===== src/rtl/switch_debounce_pkg.sv =====
// Shared constants and types for the slide-switch debouncer.
package switch_debounce_pkg;

  localparam int unsigned SW_WIDTH              = 8;
  localparam int unsigned DEFAULT_STABLE_CYCLES = 1000000;
  localparam int unsigned CLK_HZ                = 100000000;

  // Per-edge decision taken by one bit's stability counter.
  typedef enum logic [1:0] {
    CNT_HOLD,
    CNT_RUN,
    CNT_ACCEPT
  } cnt_action_e;

endpackage


===== src/rtl/switch_debounce_bit.sv =====
// One switch bit: 2-flop synchroniser, stability counter, debounced level and change pulse.
module debounce_bit
  import switch_debounce_pkg::*;
#(
  parameter int unsigned STABLE_CYCLES = DEFAULT_STABLE_CYCLES
) (
  input  logic clk,
  input  logic rst_n,
  input  logic din,
  output logic dout,
  output logic changed
);

  localparam int unsigned          CNT_W    = $clog2(STABLE_CYCLES + 1);
  localparam logic [CNT_W-1:0]     CNT_LAST = CNT_W'(STABLE_CYCLES - 1);

  logic             s1_q, s2_q;
  logic             stable_q, stable_d;
  logic             changed_q, changed_d;
  logic [CNT_W-1:0] cnt_q, cnt_d;
  cnt_action_e      action;

  always_ff @(posedge clk or negedge rst_n) begin
    if (!rst_n) begin
      s1_q      <= 1'b0;
      s2_q      <= 1'b0;
      stable_q  <= 1'b0;
      changed_q <= 1'b0;
      cnt_q     <= '0;
    end else begin
      s1_q      <= din;
      s2_q      <= s1_q;
      stable_q  <= stable_d;
      changed_q <= changed_d;
      cnt_q     <= cnt_d;
    end
  end

  always_comb begin
    if (s2_q == stable_q)       action = CNT_HOLD;
    else if (cnt_q == CNT_LAST) action = CNT_ACCEPT;
    else                        action = CNT_RUN;
  end

  // Any return to the current level clears the count, so glitches never accumulate.
  always_comb begin
    stable_d  = stable_q;
    changed_d = 1'b0;
    cnt_d     = '0;
    case (action)
      CNT_RUN:    cnt_d = cnt_q + CNT_W'(1);
      CNT_ACCEPT: begin
        stable_d  = s2_q;
        changed_d = 1'b1;
      end
      default:    cnt_d = '0;
    endcase
  end

  assign dout    = stable_q;
  assign changed = changed_q;

endmodule


===== src/rtl/switch_debounce.sv =====
// Switch-bank debouncer: WIDTH independent debounce_bit slices.
// Optional event register enabled by SWITCH_DEBOUNCE_EVENT_EN.
module switch_debounce
  import switch_debounce_pkg::*;
#(
  parameter int unsigned WIDTH         = SW_WIDTH,
  parameter int unsigned STABLE_CYCLES = DEFAULT_STABLE_CYCLES
) (
  input  logic             clk,
  input  logic             rst_n,
  input  logic [WIDTH-1:0] switch,
  output logic [WIDTH-1:0] sw_stable,
  output logic [WIDTH-1:0] sw_changed
`ifdef SWITCH_DEBOUNCE_EVENT_EN
  ,
  output logic             evt_valid,
  input  logic             evt_ready,
  output logic [WIDTH-1:0] evt_mask,
  output logic [WIDTH-1:0] evt_value
`endif
);

  for (genvar i = 0; i < WIDTH; i++) begin : g_bit
    debounce_bit #(
      .STABLE_CYCLES(STABLE_CYCLES)
    ) u_bit (
      .clk    (clk),
      .rst_n  (rst_n),
      .din    (switch[i]),
      .dout   (sw_stable[i]),
      .changed(sw_changed[i])
    );
  end

`ifdef SWITCH_DEBOUNCE_EVENT_EN
  logic             evt_valid_q, evt_valid_d;
  logic [WIDTH-1:0] evt_mask_q,  evt_mask_d;
  logic [WIDTH-1:0] evt_value_q, evt_value_d;
  logic             new_chg;
  logic             handshake;

  assign new_chg   = |sw_changed;
  assign handshake = evt_valid_q && evt_ready;

  always_ff @(posedge clk or negedge rst_n) begin
    if (!rst_n) begin
      evt_valid_q <= 1'b0;
      evt_mask_q  <= '0;
      evt_value_q <= '0;
    end else begin
      evt_valid_q <= evt_valid_d;
      evt_mask_q  <= evt_mask_d;
      evt_value_q <= evt_value_d;
    end
  end

  // Unaccepted changes merge into the pending mask; an accept on the same edge
  // as a new change starts a fresh event carrying only the new bits.
  always_comb begin
    evt_valid_d = evt_valid_q;
    evt_mask_d  = evt_mask_q;
    evt_value_d = evt_value_q;
    if (!evt_valid_q || handshake) begin
      if (new_chg) begin
        evt_valid_d = 1'b1;
        evt_mask_d  = sw_changed;
        evt_value_d = sw_stable;
      end else begin
        evt_valid_d = 1'b0;
        evt_mask_d  = '0;
      end
    end else if (new_chg) begin
      evt_mask_d  = evt_mask_q | sw_changed;
      evt_value_d = sw_stable;
    end
  end

  assign evt_valid = evt_valid_q;
  assign evt_mask  = evt_mask_q;
  assign evt_value = evt_value_q;
`endif

endmodule


===== config.mk =====
export PLATFORM = sky130hd
export DESIGN_NAME = switch_debounce
export DESIGN_NICKNAME = d
export VERILOG_FILES = /design/src/rtl/switch_debounce_pkg.sv /design/src/rtl/switch_debounce_bit.sv /design/src/rtl/switch_debounce.sv
export SDC_FILE = /design/constraint.sdc
export NUM_CORES = 1
export LEC_CHECK = 0
export ABC_AREA = 1
export ABC_CLOCK_PERIOD_IN_PS = 1500
export BUFFER_PORTS_ARGS = -buffer_cell sky130_fd_sc_hd__clkbuf_2
export CAP_MARGIN = 20
export CORE_MARGIN = 5
export CORE_UTILIZATION = 57
export CTS_BUF_LIST = sky130_fd_sc_hd__clkbuf_16
export CTS_CLUSTER_DIAMETER = 120
export DETAILED_ROUTE_END_ITERATION = 12
export PLACE_DENSITY = 0.77
export SLEW_MARGIN = 5
export SYNTH_ARGS = -nofsm -noshare
export SYNTH_HDL_FRONTEND = slang
export SYNTH_SLANG_ARGS = --single-unit
export TNS_END_PERCENT = 100

===== constraint.sdc =====
create_clock -name clk -period 1.5 [get_ports clk]
set_clock_uncertainty 0.2 [all_clocks]
set_input_delay 0.15 -clock clk [delete_from_list [all_inputs] [get_ports clk]]
set_output_delay 0.15 -clock clk [all_outputs]
set_load 0.02 [all_outputs]

# After elaboration in Yosys (flattened, before gate mapping)

Cells that the tools add are included.
W data, S select, Z words.

Mux-type cells: 32
Equal/unequal tests: 32
$add $sub $neg: 8

Operator list:

| kind                    | count |
|---|---|
| $add A20 B1 Y20 const B | 8 |
| $eq A20 B20 Y1 const B  | 8 |
| $mux W20                | 8 |
| $mux W2                 | 16 |
| $eq A2 B1 Y1 const B    | 8 |
| $eq A2 B2 Y1 const B    | 8 |
| $eq A1 B1 Y1            | 8 |
| $mux W1                 | 8 |

Output and inout bits: 16
Register bits: 192

# Depth between registers and ports, before layout

Depth in word-level cells: 5
Gate-level depth with buffers: 9
Gate-level depth less buffers: 9

# Hierarchy

From an unflattened synthesis, not the netlist that was laid out.

Cells, all modules: 1,344
Area total of the unflattened synthesis: 10,980.5 µm²

Modules (own cells, without submodules):

| module       | sequential area each (µm²) | area each (µm²) | instances | cells each |
|---|---|---|---|---|
| debounce_bit | 600.6                      | 1,372.6         | 8         | 168 |

# Worst setup path before layout

No wires, ideal clock.

Kind: flip-flop to flip-flop
From: register g_bit[2].u_bit.cnt_q[0]
To: register g_bit[2].u_bit.cnt_q[15]
Required time: 1.184 ns
Library setup time: 0.116 ns
Arrival time: 1.254 ns
Stages on the path, launching flop included: 8
Slack: -0.070 ns
Cells stage by stage: dfrtp_1 > ha_1 > nand2_1 > nor2_4 > nand3_2 > nand2_4 > buf_6 > nor2_1

Cells in the longest elaborated chain, start to end: 5
Elaborated cells between the ends (all ways): 6
Classes of those cells: add/sub: 1; eq/ne: 2; mux: 3

RTL lines:

| what                                                    | RTL line                  | text |
|---|---|---|
| start: declaration                                      | switch_debounce_bit.sv:20 | `logic [CNT_W-1:0] cnt_q, cnt_d;` |
| start signal: assignment                                | switch_debounce_bit.sv:35 | `cnt_q <= cnt_d;` |
| branches (longest 4 deep; another with $add A20 B1 Y20) | --                        |  |
| $mux W20 (*)                                            | switch_debounce_bit.sv:50 | `case (action)` |
| named net g_bit[2].u_bit.cnt_d[15]                      | switch_debounce_bit.sv:20 |  |

Mark *: on every way through the listed nets, which the timed path passes.
A chain may end at the register's enable or synchronous reset.

# Worst setup path after layout

From: register g_bit[3].u_bit.cnt_q[14]
To: register g_bit[3].u_bit.cnt_q[17]

Cells in the longest elaborated chain, start to end: 5
Elaborated cells between the ends (all ways): 6
Classes of those cells: add/sub: 1; eq/ne: 2; mux: 3

RTL lines:

| what                                                    | RTL line |
|---|---|
| start: declaration                                      | switch_debounce_bit.sv:20 |
| start signal: assignment                                | switch_debounce_bit.sv:35 |
| branches (longest 4 deep; another with $add A20 B1 Y20) | -- |
| $mux W20 (*)                                            | switch_debounce_bit.sv:50 |
| named net g_bit[3].u_bit.cnt_d[17]                      | switch_debounce_bit.sv:20 |

Marks and branches as above.

==> impl_results.md <==
* Leakage at ~6.7 nW
* Combinational family with the most area after synthesis: simple AND/OR/NAND/NOR gates
* Peak supply drop at roughly 0.00081 V
* Slew HR at 0.724
* TritonCTS clock tree: yes
* R2R depth at 6
* Async SR Flop Fraction at 1.00
* Post-Syn Instances at between 1000 and 1500
* Simple-gate share of the synthesized area at 0.360
* Initial antenna violation count at 0
* Area of the multi-input gates at 6610 µm²
* Number of port buffers at 25
* Synthesized flop and latch total at about 190
* Vias per cell at 5.69
* Post-synth top cells: 339 x nor2_1, 319 x nand2_1, 192 x dfrtp_1, 160 x inv_1, 107 x nand3_1
* NumNets Final at about 1700
* Synth top area cells: dfrtp_1 46%, nor2_1 12%, nand2_1 11%, inv_1 5.7%, nand3_1 5.1%
* # H-tree levels at 4
* # diodes at 0
* Post-Syn Area per Cell at between 7 and 8 µm²
* CP max FO at 5
* Global-route wire length before repair at ~44000 µm
* Post-synth top area share at 0.457
* Worst-Margin Slew at a little over 400 ps
* Count leader, synth: nor2_1
* Core area at approximately 18000 µm²
* Failing checks: hold timing, setup timing
* DRC violation count after routing at 0
* # IOs at 26
* Setup crit start: g_bit[3].u_bit.cnt_q[14]
* Minimum clock period at roughly 1800 ps
* Chip width at between 100 and 150 µm
* Via Count at 10800
* Crit start category: flop
* Xor/xnor share of the synthesized area at 0.0741
* Post-synthesis cell area at approximately 11000 µm²
* Clock buffer depth at 2
* Die area at 21300 µm²
* Total wire length at ~34000 µm
* Total gr overflow at 0
* Share of layout cells above drive strength 1 at 0.412
* Starting Density at 0.581
* Critical path data arrival time at a little under 2000 ps
* Area after DPL at ~12000 µm²
* CTS buffer count at 17
* Post-Syn Nets at approximately 1400
* Vias in the first global route at between 9000 and 10000
* Final Setup Violations at roughly 170
* Post-synthesis adder-cell area fraction at 0.00952
* Cell area power density at 699 nW/µm²
* Largest net degree at the start of global routing at 51
* Compound-Gate Fraction of Synth Area at 0.0183
* Register area at 4830 µm²
* EDFF count, synth at 0
* Post-synthesis sequential area ratio at 0.457
* FF-to-FF End: g_bit[3].u_bit.cnt_q[17]
* Worst-skew pair later-pin latency at roughly 450 ps
* HP Class: in -> async
* Reg2reg setup slack at -280 ps
* Worst setup EP type: flop
* CTS root buf: clkbuf_16
* RSZ-0062 raised after global routing: true
* TritonCTS Sinks at around 190
* Rows at ~50
* Die Y at 146 µm
* DP HPWL at approximately 17000 µm
* Crit Path Class: reg -> reg
* Post-route clock period utilization at 1.19
* Worst path required time at roughly 1700 ps
* Gp weighted congestion at around 0.91
* Post-route ant nets at 0
* Synthesis warning total at 0
* Final worst slack at -279 ps
* Worst r2r src: g_bit[3].u_bit.cnt_q[14]
* Primary FF master, synth: dfrtp_1
* Worst-path clk slew at ~70 ps
* FMAX at 0.562 GHz
* Routed wire per std cell at between 15 and 20 µm
* Cell area after layout at 15200 µm²
* Yosys cell types at 26
* Setup TNS at -21680 ps
* Fillers at around 870
* Status: finished, violations left
* Post-synthesis mux area share at 0
* Max Cap Violations at 0
* GRT Resource Usage Total at 0.245
* Slew Viols, Final at 0
* Final hold slack at -24.8 ps
* Initial DRC Count at between 1000 and 1500
* Dpl ws at -127 ps
* Yosys top cell by area: dfrtp_1
* TritonRoute pass-1 iters at 8
* Layout area overhead at 44.9%
* Hold Violations, Final at 18
-- placed cells by master, fill, tap and decap left out, types with 4 or more instances in the layout --
cell	netlist	final
a21oi_1	10	7
buf_12	1	9
buf_4	20	200
buf_6	6	22
buf_8	0	5
clkbuf_16	0	19
clkbuf_2	0	24
clkinv_2	0	6
clkinv_4	0	4
dfrtp_1	192	170
dfrtp_2	0	22
dlygate4sd3_1	0	9
ha_4	0	5
inv_1	160	140
inv_2	5	20
nand2_1	319	280
nand2_2	13	37
nand2_4	5	18
nand2_8	0	16
nand3_1	107	80
nand3_2	6	21
nand3_4	2	15
nand4_1	25	25
nor2_1	339	178
nor2_2	29	123
nor2_4	10	77
nor3_2	2	4
nor3_4	0	4
o21ai_0	12	4
o21ai_1	0	4
o21ai_2	0	4
o21bai_1	11	10
xnor2_1	35	27
xnor2_2	0	8
xor2_1	54	44
xor2_2	0	9
-- metal layers --
metal  wire length [µm]  global-route usage  vias up
met3               2380              0.0424      211
met4               1800              0.0703        0
met1              12700               0.322     5154
met2              16900               0.418      644
met5                  0                   0        -
li1                   -                   -     4825
-- repair_timing --
action	4_1_cts	5_1_grt
hold buffers	9	0
gates resized for setup	117	344
endpoints found under the hold margin	200	0
cloned	8	13
endpoints found under the setup margin	154	171
pin swaps	56	105
buffers inserted	28	47
-- worst max-delay path by stage --
stage	depth (start not counted)	endpoint	slack, ps
global placement	8	g_bit[2].u_bit.cnt_q[18]	-70
CTS	9	g_bit[4].u_bit.cnt_q[14]	-100
finish	6	g_bit[3].u_bit.cnt_q[17]	-280
detailed placement	8	g_bit[3].u_bit.cnt_q[16]	-130
floorplan	7	g_bit[2].u_bit.cnt_q[15]	-40
global route	8	g_bit[3].u_bit.cnt_q[19]	-280
-- sequential cells by signal (all words and copies together), names as in the netlist --
name and count:
g_bit.u_bit.s2_q 8, g_bit.u_bit.changed 8, g_bit.u_bit.cnt_q 160, g_bit.u_bit.s1_q 8, g_bit.u_bit.dout 8
-- per-stage QoR --
step                cells  total power, W   util
floorplan            1383         0.00561      -
global placement     1770         0.00586  0.667
detailed placement   1770         0.00588  0.667
CTS                  1846          0.0104  0.744
global route         1905          0.0110  0.842
finish               1905          0.0107  0.842
-- critical path, stage by stage, from the launching register on --
cell      delay [ps]
dfrtp_1          500
nand2_1          160
nor2_1           240
nand3_1          140
o21bai_1         230
nand2_1          130
nor2_4           110
-- report_power, final --
part | internal [W] | switching, W | total (W)
Sequential | 0.00525 | 0.0000820 | 0.00533
Combinational | 0.000318 | 0.000470 | 0.000787
Clock | 0.00245 | 0.00209 | 0.00454
-- kinds of logic after synthesis --
group	Yosys count
simple gates	869
buf+inv	192
flops	192
xor+xnor	89
compound gates	33
fa+ha+maj	8
-- cell type report --
| type | instances | share of cell area |
|---|---|---|
| inverters | 165 | 0.0417 |
| clock buffers | 17 | 0.0279 |
| well taps | 229 | 0.0188 |
| repair buffers | 273 | 0.151 |
| flip-flops and latches | 192 | 0.317 |
| clock inverters | 15 | 0.00953 |
| multi-input cells | 1014 | 0.434 |
Power figures use the tool's default switching activity.
